File: src/rtl/ina219_power_avg.sv
// ina219_power_avg: periodic power sampling, 2^AVG_LOG2 moving average and double-dabble BCD conversion.
// Optional peak tracker on peak_out is built when INA219_POWER_AVG_PEAK_EN is defined.
module ina219_power_avg #(
  parameter int unsigned SAMPLE_PERIOD = 25_000_000,
  parameter int unsigned AVG_LOG2 = 3
) (
  input  logic        clk,
  input  logic        reset,
  input  logic [15:0] sample_in,
  output logic [15:0] avg_out,
  output logic [19:0] bcd_out,
  output logic        valid,
  output logic        busy,
  output logic [15:0] peak_out
);
  localparam int DEPTH = 1 << AVG_LOG2;
  localparam int SW = 16 + AVG_LOG2;
  typedef enum logic [2:0] {IDLE, ACCUM, DIVIDE, CONVERT, DONE} state_t;
  state_t state, state_nx;
  logic [31:0] cnt;
  logic [15:0] cap_reg, avg_tmp;
  logic [15:0] ring [DEPTH];
  logic [AVG_LOG2-1:0] wptr;
  logic [SW-1:0] sum;
  logic [35:0] dd, dd_adj;
  logic [4:0] iter;
  logic cap;
  assign cap = cnt == SAMPLE_PERIOD - 1;
  always_ff @(posedge clk or negedge reset)
    if (!reset) state <= IDLE;
    else state <= state_nx;
  always_comb begin
    state_nx = state;
    case (state)
      IDLE:    state_nx = cap ? ACCUM : IDLE;
      ACCUM:   state_nx = DIVIDE;
      DIVIDE:  state_nx = CONVERT;
      CONVERT: state_nx = iter == 5'd1 ? DONE : CONVERT;
      default: state_nx = IDLE;
    endcase
  end
  always_comb busy = state != IDLE;
  // BCD field sits above the binary field; every digit gets its add-3 before the shift
  always_comb begin
    dd_adj = dd;
    for (int i = 0; i < 5; i++)
      dd_adj[16+4*i +: 4] = dd[16+4*i +: 4] >= 4'd5 ? dd[16+4*i +: 4] + 4'd3 : dd[16+4*i +: 4];
  end
  always_ff @(posedge clk or negedge reset) begin
    if (!reset) begin
      cnt <= '0;
      cap_reg <= '0;
      avg_tmp <= '0;
      wptr <= '0;
      sum <= '0;
      dd <= '0;
      iter <= '0;
      avg_out <= '0;
      bcd_out <= '0;
      valid <= 1'b0;
      for (int i = 0; i < DEPTH; i++) ring[i] <= '0;
    end else begin
      cnt <= cap ? '0 : cnt + 32'd1;
      valid <= 1'b0;
      if (cap) cap_reg <= sample_in;
      case (state)
        ACCUM: begin
          sum <= sum + SW'(cap_reg) - SW'(ring[wptr]);
          ring[wptr] <= cap_reg;
          wptr <= wptr + 1'b1;
        end
        DIVIDE: begin
          avg_tmp <= 16'(sum >> AVG_LOG2);
          dd <= {20'd0, 16'(sum >> AVG_LOG2)};
          iter <= 5'd16;
        end
        CONVERT: begin
          dd <= dd_adj << 1;
          iter <= iter - 5'd1;
        end
        DONE: begin
          avg_out <= avg_tmp;
          bcd_out <= dd[35:16];
          valid <= 1'b1;
        end
        default: ;
      endcase
    end
  end
`ifdef INA219_POWER_AVG_PEAK_EN
  always_ff @(posedge clk or negedge reset)
    if (!reset) peak_out <= '0;
    else if (state == ACCUM && cap_reg > peak_out) peak_out <= cap_reg;
`else
  assign peak_out = 16'h0000;
`endif
endmodule

File: config.mk
export PLATFORM = sky130hd
export DESIGN_NAME = ina219_power_avg
export DESIGN_NICKNAME = d
export VERILOG_FILES = /design/src/rtl/ina219_power_avg.sv
export SDC_FILE = /design/constraint.sdc
export NUM_CORES = 1
export LEC_CHECK = 0
export CORE_ASPECT_RATIO = 1.25
export CORE_UTILIZATION = 49
export DETAILED_ROUTE_END_ITERATION = 10
export PLACE_DENSITY_LB_ADDON = 0.1
export SYNTH_ARGS = -nofsm -noshare
export SYNTH_HDL_FRONTEND = slang
export SYNTH_SLANG_ARGS = --single-unit
File: constraint.sdc
create_clock -name clk -period 12.75 [get_ports clk]
set_input_delay 2.55 -clock clk [delete_from_list [all_inputs] [get_ports clk]]
set_output_delay 2.55 -clock clk [all_outputs]
set_load 0.02 [all_outputs]
==> results of run 1 <==
[routing by layer]
layer  global-route usage (%)  wire [µm]  vias to the layer above
met3                    2.897        932                       49
met1                    27.79      13420                     4538
met2                    35.26      14000                      120
met4                    5.979        760                        0
met5                        0          0                        -
li1                         -          -                     4373
[power by group through the flow]
stage          Combinational [W]  Sequential, W  Clock, W
2_1_floorplan         0.00000790       0.000954         0
3_3_place_gp           0.0000298       0.000953         0
3_5_place_dp           0.0000299       0.000953         0
4_1_cts                0.0000300       0.000936  0.000919
5_1_grt                0.0000329       0.000935  0.000957
6_report               0.0000281       0.000936  0.000892
[cells in the mapped netlist, drive strengths merged, types with 3 or more instances]
master	instances	area, µm²
dfrtp	295	7382
nand2	169	636.9
o21ai	140	700.7
mux2	126	1423
inv	75	281.5
nor2	44	165.2
buf	39	236.5
clkbuf	33	123.9
ha	33	412.9
mux4	32	720.7
a21oi	26	130.1
xor2	26	227.7
nand3	25	135.1
xnor2	25	219.0
mux2i	21	210.2
fa	16	320.3
nor3	11	88.84
and3	10	73.82
nand4	10	68.81
nor4	9	71.32
nand2b	8	50.05
a22o	7	61.31
a211oi	5	37.54
o22ai	5	31.28
a21o	4	30.03
nor2b	4	25.02
o211ai	4	30.03
o32ai	4	35.03
o21bai	3	22.52
[critical path: stages (launching register included)]
cell             delay [ps]
dfrtp_1                 440
or3_1                   440
clkdlybuf4s50_1         560
[cells by family after synthesis]
logic type / count (synthesis) / share of synthesized area [%]
AND/OR/NAND/NOR: 306 / 10.29
flip-flops: 295 / 51.95
AO/OA/AOI/OAI: 211 / 8.348
multiplexers: 179 / 16.56
buffers and inverters: 147 / 4.517
XOR/XNOR: 51 / 3.144
adder cells (fa/ha/maj): 49 / 5.160
other: 1 / 0.02639
[cells in the final DEF, fill, tap and decap left out, drive strengths merged, types with 8 or more instances in the layout]
cell type / instances
nand2: 169
nand4: 10
xor2: 26
buf: 17
nor2: 44
dfrtp: 295
nor3: 11
mux4: 32
nor4: 9
nand3: 25
and3: 10
inv: 75
mux2: 126
mux2i: 21
o21ai: 140
clkbuf: 46
conb: 16
clkdlybuf4s50: 54
ha: 33
nand2b: 8
xnor2: 25
a21oi: 26
fa: 16
[final cells by class]
type	count	area, µm²
Fill cell	2443	12440
Sequential cell	295	7383
Multi-Input combinational cell	812	6246
Clock buffer	46	932.1
Timing Repair Buffer	71	688.2
Tap cell	355	444.2
Inverter	75	281.5
Clock inverter	5	75.07
[through the flow]
stage                     setup WS (ps)  total power [W]  std cells
after floorplan                    8576        0.0009615       1254
after global placement             8369        0.0009832       1608
after detailed placement           8321        0.0009832       1608
after CTS                          8190         0.001885       1659
after global routing               7950         0.001925       1659
final                              8213         0.001856       1659
[worst max path at each step]
stage                     cells after the start      from  endpoint
after global placement                       12   wptr[0]   sum[12]
after floorplan                              13   wptr[0]   sum[12]
after CTS                                     2  state[1]      busy
after global routing                         12   wptr[0]   sum[16]
after detailed placement                     12   wptr[0]   sum[12]
final                                         2  state[1]      busy
==> run_results.csv, run 1 <==
group,metric,value,unit
outcome,status,"finished, final reports clean",
place,io_buffers,55,
synthesis,synth_seq_area_share,51.95,%
pwr,p_seq_share,50.4,%
min_path,hold_start,"ring[63]",
sta,drv_slew,0,
drt,drt-pass1-iter-count,4,
min_path,whs_path_depth,2,
sta,tns,0,ps
drt,drt_first_iter_violations,392,
layout,layout-drive-gt1-share,18.56,%
drt,wl,29.11,mm
sta,relSlewSlack,21.91,%
sta,finalCritPeriodShare,35.58,%
min_path,worstHoldPathType,"register to register",
layout,utilization,56.34,%
place,placed_area,0.01504,mm²
cts,cts_max_level,1,
drt,antenna_left,0,
synthesis,ys_warn_count,0,
sta,worst_slew_pin_slew,1168,ps
min_path,whs_endpoint,"ring[63]",
cts,cts-resized-gates,0,
critical_path,regToRegStartpoint,"wptr[0]",
pwr,power_density,115.7,mW/mm²
pwr,leakagePower,7.531,nW
pwr,pwr-share-comb,1.5,%
global_route,grt_start_max_net_pins,179,
layout,regMostFlops,"ring",
flow_run,maxCapViolCount,0,
floorplan,die-area,0.02969,mm²
floorplan,io_pins,72,
synthesis,synthFlopType,"dfrtp_1",
sta,min_period,4537,ps
global_route,track_usage,20.72,%
place,hpwl,19.07,mm
critical_path,worstSetupPathType,"register to primary output",
pwr,p_switching,0.0003781,W
synthesis,async_flop_share,100.0,%
sta,hold_slack,474.8,ps
layout,layout.nets,1352,
synthesis,ys_ff_latch,295,
cts,cts_tree,"built",
global_route,grt_pass1_vias,9236,
pwr,p_sw_share,20.37,%
layout,n_antenna_cell,0,
cts,postCtsSetupRepairBufs,0,
synthesis,syn_area_per_cell,11.47,µm²
global_route,overflow,0,
critical_path,setup.worst_path.end_class,"primary output",
floorplan,row_count,69,
floorplan,die_h,192.4,µm
critical_path,crit_fanout,6,
cts,cts_sinks,295,
floorplan,initial_core_util,49.87,%
layout,area_growth,12.96,%
place,routabilityCongestion,0.8029,
pwr,p_clk_share,48.1,%
drt,dr_total_vias,9080,
synthesis,synth.distinct_cells,63,
sta,max_freq,0.2204,GHz
critical_path,rrSetupSlack,8340,ps
cts,clock_latency,550,ps
critical_path,worstPathArrival,1990,ps
cts,cts_buffers,30,
drt,vias_per_cell,5.473,
cts,root_buffer,"clkbuf_16",
drt,drcViolationCount,0,
critical_path,worstSetupStartpointType,"register",
critical_path,r2r_cells,12,
floorplan,core_area,0.02849,mm²
sta,setup_viol,0,
pwr,p_int,0.001478,W
synthesis,netlist_area,0.01421,mm²
sta,fin_worst_skew,5.860,ps
synthesis,synth-edff-count,0,
cts,hold_buffers,0,
floorplan,die_x,154.3,µm
pwr,ir_drop,0.08069,mV
layout,largestRegisters,"ring x128, dd x36, cnt x32",
sta,rsz0062_at_grt,"false",
synthesis,syn_inst,1239,
drt,post_drt_wl_per_cell,17.55,µm
layout,final_area,0.01605,mm²
global_route,grt_pass1_wl,49.13,mm
critical_path,required,10200,ps
cts,cts.clk_slew.worst_paths,60,ps
global_route,antenna_found_initial,0,
sta,finalHoldViolCount,0,
layout,largest_reg_flops,128,
critical_path,r2r_end,"sum[12]",
cts,clock_path_buffers,3,
Note: power is estimated with default switching activity, not from simulation.
==> run 2: changes to the inputs <==
==> constraint.sdc (replaced) <==
create_clock -name clk -period 4.4 [get_ports clk]
set_input_delay 0.88 -clock clk [delete_from_list [all_inputs] [get_ports clk]]
set_output_delay 0.88 -clock clk [all_outputs]
set_load 0.02 [all_outputs]
==> run_results.csv, run 2 (synthesis gave the netlist of run 1 again) <==
group,metric,value,unit
outcome,status,"finished, final reports clean",
floorplan,die_h,192.4,µm
flow_run,maxCapViolCount,0,
floorplan,row_count,69,
drt,dr_total_vias,9073,
drt,post_drt_wl_per_cell,17.54,µm
global_route,grt_start_max_net_pins,102,
drt,drt_first_iter_violations,421,
place,routabilityCongestion,0.8364,
cts,clock_path_buffers,3,
cts,cts-resized-gates,0,
layout,fillCellCount,2410,
cts,cts_buffers,31,
sta,finalHoldViolCount,0,
floorplan,initial_core_util,49.87,%
drt,wl,29.30,mm
pwr,power_density,331.7,mW/mm²
sta,setup_viol,0,
place,hpwl,19.63,mm
cts,cts_tree,"built",
layout,area_growth,13.52,%
pwr,leakagePower,7.574,nW
global_route,track_usage,20.82,%
cts,postCtsSetupRepairBufs,0,
global_route,antenna_found_initial,0,
layout,layout-drive-gt1-share,19.30,%
cts,hold_buffers,0,
pwr,ir_drop,0.3407,mV
drt,drt-pass1-iter-count,4,
layout,final_cell_mix,"dfrtp_1, nand2_1, o21ai_0, mux2_2, inv_1",
critical_path,worstPathArrival,4540,ps
cts,clock_latency,570,ps
floorplan,die_x,154.3,µm
layout,n_antenna_cell,0,
sta,rsz0062_at_grt,"false",
sta,drv_slew,0,
pwr,power.total,0.005350,W
cts,cts_max_level,1,
cts,cts_sinks,295,
min_path,worstHoldPathType,"primary input to asynchronous set/reset pin",
sta,max_freq,0.2443,GHz
place,io_buffers,55,
layout,largest_reg_flops,128,
cts,cts.clk_slew.worst_paths,60,ps
critical_path,worstSetupStartpointType,"register",
drt,antenna_left,0,
sta,fin_worst_skew,10.31,ps
global_route,grt_pass1_wl,48.93,mm
sta,worst_slew_pin_slew,1154,ps
sta,hold_slack,360.0,ps
floorplan,io_pins,72,
global_route,grt_pass1_vias,9242,
cts,root_buffer,"clkbuf_16",
layout,largestRegisters,"ring x128, dd x36, cnt x32",
critical_path,setup.worst_path.end_class,"register",
global_route,overflow,0,
sta,relSlewSlack,22.80,%
floorplan,core_area,0.02849,mm²
critical_path,required,4840,ps
layout,layout.nets,1360,
critical_path,worstSetupPathType,"register to register",
sta,finalCritPeriodShare,93.04,%
drt,drcViolationCount,0,
floorplan,die-area,0.02969,mm²
layout,regMostFlops,"ring",
critical_path,crit_fanout,11,
layout,final_common_cell,"dfrtp_1",
sta,min_period,4094,ps
sta,tns,0,ps
drt,vias_per_cell,5.430,
==> run 2: cell count changes in the layout (fill, tap and decap cells not counted), sizes merged <==
cell	previous run	this run
buf	17	24
bufinv	2	0
clkbuf	46	48
clkinv	3	5
clkinvlp	0	2
inv	75	76
==> run 2: layout make-up <==
cell class                      count  area, µm²  share of cell area [%]
Clock buffer                       48      959.7                   5.950
Clock inverter                      8      48.80                  0.3025
Inverter                           75      281.5                   1.745
Multi-Input combinational cell    812       6246                   38.72
Sequential cell                   295       7383                   45.78
Tap cell                          355      444.2                   2.754
Timing Repair Buffer               78      765.7                   4.748
==> run 2: worst max-delay path: stages (launching register included) <==
cell	delay, ps
dfrtp_2	550
mux4_2	540
mux2_2	280
fa_1	480
inv_1	70
fa_1	480
a211oi_1	440
o21ai_1	150
and2_1	190
a311o_1	380
xor2_1	140
mux2_2	260
==> run 2: routing by layer <==
metal / vias to the layer above / part of all wire (%) / global-route usage, % / routed length (µm)
li1: 4371 / - / - / -
met1: 4546 / 45 / 27.71 / 13120
met2: 125 / 50 / 36.29 / 14760
met3: 31 / 3.3 / 2.717 / 962
met4: 0 / 1.6 / 4.989 / 459
met5: - / 0 / 0 / 0
==> run 2: metrics by stage <==
stage	setup slack, ps	cell area [µm²]	util, %	instances
final	306.4	16130	56.61	1671
after global routing	12.81	16130	56.61	1671
after CTS	273.2	16130	56.61	1671
after detailed placement	290.5	15120	53.07	1615
after global placement	294.5	15120	53.07	1615
after floorplan	225.6	14260	-	1254
==> run 2: path summary, 6_finish.rpt <==
path / depth (start not counted) / slack, ps / to / start
max: 11 / 310 / sum[12] / wptr[0]
min: 1 / 360 / bcd_out[11] / reset
max reg2reg: 11 / 310 / sum[12] / wptr[0]
min reg2reg: 2 / 480 / dd[4] / dd[4]
max in group asynchronous: 2 / 3130 / ring[16] / reset
min in group clk: 2 / 480 / dd[4] / dd[4]
==> run 2: power by group <==
part / total, W / switching [W] / leakage [nW] / internal [W]
Sequential: 0.00271 / 0 / 4.04 / 0.00271
Clock: 0.00255 / 0.00106 / 0.499 / 0.00149
Combinational: 0.0000851 / 0.0000667 / 3.03 / 0.0000185
Total: 0.00535 / 0.00113 / 7.57 / 0.00422
